File: src/rtl/ttfir_prog.sv
// ttfir_prog: direct-form FIR with run-time loadable signed coefficients.
//
// Each run cycle shifts x_in into the delay line and forms the full-precision
// sum of h[k]*d[k], where d[0] is the live x_in sample. The sum is rounded
// half-up by an arithmetic right shift of SHIFT bits, clamped to the signed
// BW_out range, and registered. A load cycle shifts coef_in into the
// coefficient chain at h[0] and freezes the delay line and both outputs.
// Reset restores the identity filter (h[0] = 1<<SHIFT, all other taps 0).
//
// Ports:
//   clk      in   clock, all state on the rising edge
//   rst      in   asynchronous active-high reset
//   load     in   1 = coefficient load cycle, 0 = filter run cycle
//   coef_in  in   [BW_coef-1:0] signed coefficient word, used when load=1
//   x_in     in   [BW_in-1:0]   signed input sample, used when load=0
//   y_out    out  [BW_out-1:0]  signed filtered output, registered
//   sat_flag out  registered; 1 when the current y_out was clipped

// One tap product, sized so that it is always exact.
module ttfir_tap #(
    parameter int BW_in   = 6,
    parameter int BW_coef = 4
) (
    input  logic [BW_in-1:0]         x,
    input  logic [BW_coef-1:0]       h,
    output logic [BW_in+BW_coef-1:0] p
);
    logic signed [BW_in+BW_coef-1:0] prod;

    // Both operands are signed, so they are sign-extended to the product width.
    assign prod = $signed(x) * $signed(h);
    assign p    = prod;
endmodule

module ttfir_prog #(
    parameter int N_TAPS  = 5,
    parameter int BW_in   = 6,
    parameter int BW_coef = 4,
    parameter int BW_out  = 8,
    parameter int SHIFT   = 2
) (
    input  logic               clk,
    input  logic               rst,
    input  logic               load,
    input  logic [BW_coef-1:0] coef_in,
    input  logic [BW_in-1:0]   x_in,
    output logic [BW_out-1:0]  y_out,
    output logic               sat_flag
);
    localparam int PW    = BW_in + BW_coef;
    localparam int ACC_W = PW + $clog2(N_TAPS);
    // One spare bit so adding the rounding constant can never wrap.
    localparam int SW    = ACC_W + 1;

    localparam logic signed [SW-1:0] YMAX = SW'((2 ** (BW_out - 1)) - 1);
    localparam logic signed [SW-1:0] YMIN = SW'(-(2 ** (BW_out - 1)));

    logic [N_TAPS-1:0][BW_coef-1:0] h;
    logic [N_TAPS-1:1][BW_in-1:0]   dreg;
    logic [N_TAPS-1:0][BW_in-1:0]   taps;
    logic [N_TAPS-1:0][PW-1:0]      prod;

    logic signed [ACC_W-1:0] acc;
    logic signed [SW-1:0]    accx;
    logic signed [SW-1:0]    r;
    logic [BW_out-1:0]       y_nxt;
    logic                    sat_nxt;

    // Tap 0 reads the live sample, so a new x_in reaches y_out on its own edge.
    assign taps = {dreg, x_in};

    genvar k;
    generate
        for (k = 0; k < N_TAPS; k++) begin : g_tap
            ttfir_tap #(.BW_in(BW_in), .BW_coef(BW_coef)) u_tap (
                .x (taps[k]),
                .h (h[k]),
                .p (prod[k])
            );
        end
    endgenerate

    always_comb begin
        acc = '0;
        for (int i = 0; i < N_TAPS; i++)
            acc = acc + {{(ACC_W - PW){prod[i][PW-1]}}, prod[i]};
    end

    assign accx = {acc[ACC_W-1], acc};

    generate
        if (SHIFT > 0) begin : g_rnd
            localparam logic signed [SW-1:0] HALF = SW'(1) <<< (SHIFT - 1);
            // Arithmetic shift floors, so adding half first rounds half up.
            assign r = (accx + HALF) >>> SHIFT;
        end else begin : g_nornd
            assign r = accx;
        end
    endgenerate

    always_comb begin
        y_nxt   = r[BW_out-1:0];
        sat_nxt = 1'b0;
        if (r > YMAX) begin
            y_nxt   = YMAX[BW_out-1:0];
            sat_nxt = 1'b1;
        end else if (r < YMIN) begin
            y_nxt   = YMIN[BW_out-1:0];
            sat_nxt = 1'b1;
        end
    end

    always_ff @(posedge clk or posedge rst) begin
        if (rst) begin
            h        <= '0;
            h[0]     <= BW_coef'(1 << SHIFT);
            dreg     <= '0;
            y_out    <= '0;
            sat_flag <= 1'b0;
        end else if (load) begin
            // Oldest word migrates toward h[N_TAPS-1]; datapath state holds.
            h <= {h[N_TAPS-2:0], coef_in};
        end else begin
            dreg     <= taps[N_TAPS-2:0];
            y_out    <= y_nxt;
            sat_flag <= sat_nxt;
        end
    end
endmodule

File: config.mk
export PLATFORM = sky130hd
export DESIGN_NAME = ttfir_prog
export DESIGN_NICKNAME = d
export VERILOG_FILES = /design/src/rtl/ttfir_prog.sv
export SDC_FILE = /design/constraint.sdc
export NUM_CORES = 1
export LEC_CHECK = 0
export ABC_AREA = 0
export CORE_MARGIN = 4
export CORE_UTILIZATION = 30
export CTS_CLUSTER_SIZE = 40
export DETAILED_ROUTE_END_ITERATION = 10
export PLACE_DENSITY = 0.57
export SLEW_MARGIN = 10
export SYNTH_ARGS = -nofsm -noshare
export SYNTH_HDL_FRONTEND = slang
export SYNTH_SLANG_ARGS = --single-unit
File: constraint.sdc
create_clock -name clk -period 24.6 [get_ports clk]
set_clock_uncertainty 0.15 [all_clocks]
set_input_delay 3.69 -clock clk [delete_from_list [all_inputs] [get_ports clk]]
set_output_delay 3.69 -clock clk [all_outputs]
set_load 0.02 [all_outputs]
### Word-level counts from Yosys, hierarchy flattened

Index checks and enable logic that the tools add are counted.

| operators by class | value |
|---|---|
| $add $sub $neg | 5 |
| multipliers | 5 |
| order comparisons | 2 |
| mux-type cells | 4 |

Operator list:

| kind | count |
|---|---|
| $mul 6x4->10 | 5 |
| $mux 8 | 2 |
| $add 13x3->14 const B | 1 |
| $add 12x10->13 | 1 |
| $add 13x13->13 | 1 |
| $add 11x10->12 | 1 |
| $gt 12x8->1 const B | 1 |
| $lt 12x8->1 const B | 1 |
| $add 10x10->11 | 1 |
| $mux 1 | 2 |

| storage, ports and cells | value |
|---|---|
| register bits | 53 |
| bits of input ports | 13 |
| output and inout port bits | 9 |
| word-level logic and storage cells | 27 |

### Logic depth before layout (Yosys ltp)

| depth | value |
|---|---|
| depth after elaboration | 9 |
| gate-level depth with buffers | 32 |
| mapped depth without buffers | 32 |

### Modules after synthesis

From an unflattened synthesis, not the netlist that was laid out.

| second synthesis, totals | value |
|---|---|
| cells, all modules | 797 |
| area, all modules | 8031.5 sq um |

By module, submodules not included:

| module | times used | cells an instance | area each (sq um) | seq. area each (sq um) |
|---|---|---|---|---|
| ttfir_prog | 1 | 335 | 3832.4 | 1327.5 |
| ttfir_tap at g_tap[0].u_tap ... | 4 | 92 | 842.1 | 0.0 |
| ttfir_tap at g_tap[4].u_tap | 1 | 94 | 830.8 | 0.0 |

### Least setup slack after synthesis

Ideal clock, no wire load.

| path | value |
|---|---|
| path type | input-to-reg |
| from | in x_in[4] |
| to | reg sat_flag |
| setup time | 129 ps |
| data arrival time | 9388 ps |
| data required time | 24321 ps |
| setup slack | 14933 ps |
| stages | 22 |
| path buffers | 1 |
| cell sequence | nand2b_1 -> fa_1 -> inv_1 -> fa_1 -> inv_1 -> fa_1 -> inv_1 -> fa_1 -> inv_1 -> fa_1 -> inv_1 -> fa_1 -> ha_1 -> clkbuf_1 -> a2111oi_2 -> o21ai_0 -> a221oi_2 -> xnor2_1 -> nand2_1 -> o31ai_4 -> nor2_2 -> o41a_1 |

| on the way | value |
|---|---|
| cells in the longest elaborated chain, start to end | 9 |
| elaborated cells between the ends (all ways) | 10 |
| classes of those cells | 5 x add/sub; 1 x mul; 2 x order compare; 2 x mux |

RTL lines:

| element | line | RTL |
|---|---|---|
| start, declared | 46 | `input logic [BW_in-1:0] x_in,` |
| $mul 6x4->10 * | 31 | `assign prod = $signed(x) * $signed(h);` |
| $add 10x10->11 * | 86 | `acc = acc + {{(ACC_W - PW){prod[i][PW-1]}}, prod[i]};` |
| $add 11x10->12 * | 86 |  |
| $add 12x10->13 * | 86 |  |
| $add 13x13->13 * | 86 |  |
| $add 13x3->14 * | 95 | `assign r = (accx + HALF) >>> SHIFT;` |
| $lt 12x8->1 | 107 | `end else if (r < YMIN) begin` |
| $mux 1 | 107 |  |
| $mux 1 * | 104 | `if (r > YMAX) begin` |
| end signal, assigned | 126 | `sat_flag <= sat_nxt;` |
| end, declared | 48 | `output logic sat_flag` |

Mark *: on every way between the ends. The rest lies on a longest branch, timed or not.
A chain may end at the register's enable or synchronous reset.

### Worst setup path in the final report

| path | value |
|---|---|
| from | in x_in[5] |
| to | reg y_out[6] |

| on the way | value |
|---|---|
| cells in the longest elaborated chain, start to end | 9 |
| elaborated cells between the ends (all ways) | 10 |
| classes of those cells | 5 x add/sub; 1 x mul; 2 x order compare; 2 x mux |

RTL lines:

| element | line | RTL |
|---|---|---|
| $mul 6x4->10 * | 31 |  |
| $add 10x10->11 * | 86 |  |
| $add 11x10->12 * | 86 |  |
| $add 12x10->13 * | 86 |  |
| $add 13x13->13 * | 86 |  |
| $add 13x3->14 * | 95 |  |
| $lt 12x8->1 | 107 |  |
| $mux 8 | 107 |  |
| $mux 8 * | 104 |  |
| end signal, assigned | 125 | `y_out <= y_nxt;` |
| end, declared | 47 | `output logic [BW_out-1:0] y_out,` |

Marked as above.

==> impl_summary.log <==
INFO  metric grt_start_max_net_pins = 59
INFO  metric cp.arrival = 10.44 ns
INFO  metric first_global_vias = 5754
INFO  metric postRouteWirelength = 17700 um
INFO  metric initial_utilization = 30.6%
INFO  metric chipWidth = 171 um
INFO  metric global_route.overflow_total = 0
INFO  metric cts.sinks = 53
INFO  metric place_congestion = 0.797
INFO  metric core_region_area = 26100 um2
INFO  metric track_usage = 13.4%
INFO  metric buffer_ports.inserted = 21
INFO  metric worstRegToRegCells = 29
INFO  metric post_cts.repair.setup_buffers = 0
INFO  metric drive_above_1_share = 9.74%
INFO  metric die_height = 171 um
INFO  metric num-nets-final = 1018
INFO  metric cp.required = 24.63 ns
INFO  metric final.fill_count = 2718
INFO  metric timing.reg2reg.setup_slack = 15.60 ns
INFO  metric first_pass_iters = 4
INFO  metric syn-cell-area = 7990 um2
INFO  metric detail_route.iter0.violations = 298
INFO  metric die-area = 29300 um2
INFO  metric area_growth = 9.07%
INFO  metric cts_tree = done
INFO  metric layout_common_cells = 188 x sky130_fd_sc_hd__inv_1, 136 x sky130_fd_sc_hd__fa_1, 69 x sky130_fd_sc_hd__ha_1
INFO  metric timing.critical_path.from_type = input pin
INFO  metric slew_violations = 0
INFO  metric min_path_type = reg2reg
INFO  metric avgSynthCellArea = 10.2 um2
INFO  metric postSynth.topFlopCell = sky130_fd_sc_hd__dfrtp_1
INFO  metric worst_slack = 14.19 ns
INFO  metric overall_via_count_from_detail_route = 5189
INFO  metric status = finished clean
INFO  metric postSynthNetCount = 1001
INFO  metric drt_drc_violations_left = 0
INFO  metric numCtsBuffers = 5
INFO  metric clock_network_latency_to_the_later_pin_of_the_worst_skew_pair = 0.32 ns
INFO  metric criticalPathCategory = in2reg
INFO  metric post_cts_resize_count = 0
INFO  metric timing.hold.worst_path_depth = 2
INFO  metric fp-row-count = 59
INFO  metric number_of_cells_produced_by_synthesis = 783
INFO  metric top_level_ports = 22
INFO  metric yosys.cell_types.count = 60
INFO  metric avgRoutedWirePerCell = 15.6 um
INFO  metric first_pass_grt_wire_length = 30800 um
INFO  metric fmax = 96.0 MHz
INFO  metric worst_pin_slew = 0.764 ns
INFO  metric antenna_violating_nets_post_route = 0
INFO  metric ys_seq_area_share = 16.6%
INFO  metric maxSlewHeadroom = 49.1%
INFO  metric clkTransAtPathRegs = 0.08 ns
INFO  metric clock_tree.htree_level_count = 2
INFO  metric number_of_synthesized_flops_with_an_enable_pin = 0
INFO  metric setup_tns = 0 ns
INFO  metric setup_viol = 0
INFO  metric ff_latch_area = 1330 um2
INFO  metric ctsRootBufferMaster = sky130_fd_sc_hd__clkbuf_16
INFO  metric clock_path_buffers = 2
INFO  metric insertedDiodeCount = 0
INFO  metric cap_viol_max_count = 0
INFO  metric antenna_found_initial = 0
INFO  metric post_drt_via_cell_ratio = 4.57
INFO  metric total_of_warnings_raised_by_yosys = 0
INFO  metric dp.final_hpwl = 14500 um
INFO  metric cts.hold.buffers_added = 0
INFO  metric post-route-min-period = 10.41 ns
INFO  metric setup.worst_path.end_class = register
INFO  metric layout_worst_path_cycle_share = 42.3%
INFO  metric detailedPlace.worstSlack = 13.86 ns
INFO  metric synth_seq_cells = 53
INFO  metric critical_path.max_fanout = 10
INFO  metric hold_viol = 0
INFO  metric rsz0062_at_grt = false
INFO  metric multi_input_gate_area = 5890 um2
INFO  metric most_common_cell_after_layout_fill_and_taps_aside = sky130_fd_sc_hd__inv_1
INFO  metric synthArstFlopShare = 100%
[Yosys cell counts (2+ instances only)]
library cell,instances,area [um2]
sky130_fd_sc_hd__o211ai_1,2,15.0
sky130_fd_sc_hd__buf_1,2,7.51
sky130_fd_sc_hd__a221oi_1,2,17.5
sky130_fd_sc_hd__a211oi_1,3,22.5
sky130_fd_sc_hd__mux2i_1,4,40.0
sky130_fd_sc_hd__buf_2,2,10.0
sky130_fd_sc_hd__a211oi_2,2,25.0
sky130_fd_sc_hd__nand3_1,7,35.0
sky130_fd_sc_hd__xnor2_1,20,175
sky130_fd_sc_hd__fa_1,136,2720
sky130_fd_sc_hd__ha_1,69,863
sky130_fd_sc_hd__o21ai_0,20,100
sky130_fd_sc_hd__a21oi_1,16,80.1
sky130_fd_sc_hd__clkbuf_1,8,30.0
sky130_fd_sc_hd__o2111ai_1,3,26.3
sky130_fd_sc_hd__xor2_1,5,43.8
sky130_fd_sc_hd__dfrtp_1,52,1300
sky130_fd_sc_hd__nand2b_1,16,100
sky130_fd_sc_hd__or2_2,2,12.5
sky130_fd_sc_hd__nand2_1,50,188
sky130_fd_sc_hd__nor3b_1,3,22.5
sky130_fd_sc_hd__nor2_2,2,12.5
sky130_fd_sc_hd__o21a_1,4,30.0
sky130_fd_sc_hd__nor2_1,8,30.0
sky130_fd_sc_hd__inv_1,189,709
sky130_fd_sc_hd__nor2b_1,23,144
sky130_fd_sc_hd__mux2_2,44,495
sky130_fd_sc_hd__o21bai_1,2,15.0
sky130_fd_sc_hd__a21o_1,4,30.0
sky130_fd_sc_hd__and2_1,51,319
sky130_fd_sc_hd__a2111oi_0,2,17.5
sky130_fd_sc_hd__o31ai_4,2,42.5
[through the flow]
| stage | instances | util, % | hold WS [ns] | area (um2) |
|---|---|---|---|---|
| CTS | 1136 | 33.3 | 0.359 | 8710 |
| global route | 1136 | 33.3 | 0.423 | 8710 |
| floorplan | 783 | - | 0.365 | 7990 |
| global placement | 1128 | 32.8 | 0.377 | 8570 |
| detailed placement | 1128 | 32.8 | 0.339 | 8570 |
| finish | 1136 | 33.3 | 0.351 | 8710 |
[flip-flops by register name, indices dropped and copies added (netlist names)]
| signal | cells |
|---|---|
| h | 20 |
| sat_flag | 1 |
| y_out | 8 |
| dreg | 24 |
[per-layer routing]
| layer | vias to the layer above | wire length, um | GRT usage, % |
|---|---|---|---|
| li1 | 2457 | - | - |
| met1 | 2667 | 8470 | 18.8 |
| met2 | 59 | 8390 | 22.1 |
| met3 | 6 | 672 | 2.62 |
| met4 | 0 | 137 | 2.14 |
| met5 | - | 0 | 0 |
[worst max-delay path, cell delays in order]
cell and delay, ns:
sky130_fd_sc_hd__clkdlybuf4s50_1 0.60, sky130_fd_sc_hd__nand2_1 0.17, sky130_fd_sc_hd__fa_1 0.53, sky130_fd_sc_hd__inv_1 0.05, sky130_fd_sc_hd__fa_1 0.50, sky130_fd_sc_hd__inv_1 0.05
sky130_fd_sc_hd__fa_1 0.52, sky130_fd_sc_hd__inv_1 0.05, sky130_fd_sc_hd__fa_1 0.47, sky130_fd_sc_hd__inv_1 0.05, sky130_fd_sc_hd__fa_1 0.53, sky130_fd_sc_hd__inv_1 0.05
sky130_fd_sc_hd__fa_1 0.47, sky130_fd_sc_hd__ha_1 0.44, sky130_fd_sc_hd__a2111oi_2 0.38, sky130_fd_sc_hd__o21ai_0 0.25, sky130_fd_sc_hd__a221oi_2 0.34, sky130_fd_sc_hd__o21ai_0 0.20
sky130_fd_sc_hd__xnor2_2 0.30, sky130_fd_sc_hd__o32ai_1 0.15, sky130_fd_sc_hd__a211oi_2 0.48, sky130_fd_sc_hd__a21oi_1 0.14
[final cells by class]
| type | instances | share of cell area, % |
|---|---|---|
| inverters | 189 | 8.14 |
| clock buffers | 6 | 1.48 |
| flip-flops and latches | 53 | 15.2 |
| multi-input cells | 528 | 67.6 |
| clock inverters | 2 | 0.172 |
| repair buffers | 23 | 2.53 |
| well taps | 335 | 4.81 |
[path summary, 6_finish.rpt]
check | startpoint | endpoint
min | y_out[7] | y_out[7]
max reg2reg | h[19] | y_out[6]
min in group asynchronous | rst | sat_flag
max in group asynchronous | rst | dreg[22]
max | x_in[5] | y_out[6]
min reg2reg | y_out[7] | y_out[7]
[kinds of logic after synthesis]
family / count (synthesis) / share of synthesized area, %
AOI/OAI and AO/OA: 74 / 6.84
xor gates and xnor gates: 27 / 3.15
adders and majority gates: 205 / 44.9
DFF: 53 / 16.6
and+or+nand+nor: 174 / 12.2
muxes: 48 / 6.70
buffers and inverters: 202 / 9.62
Power is not shown: default switching activity piles up to over one toggle a cycle in this logic, so the estimate is an artifact.
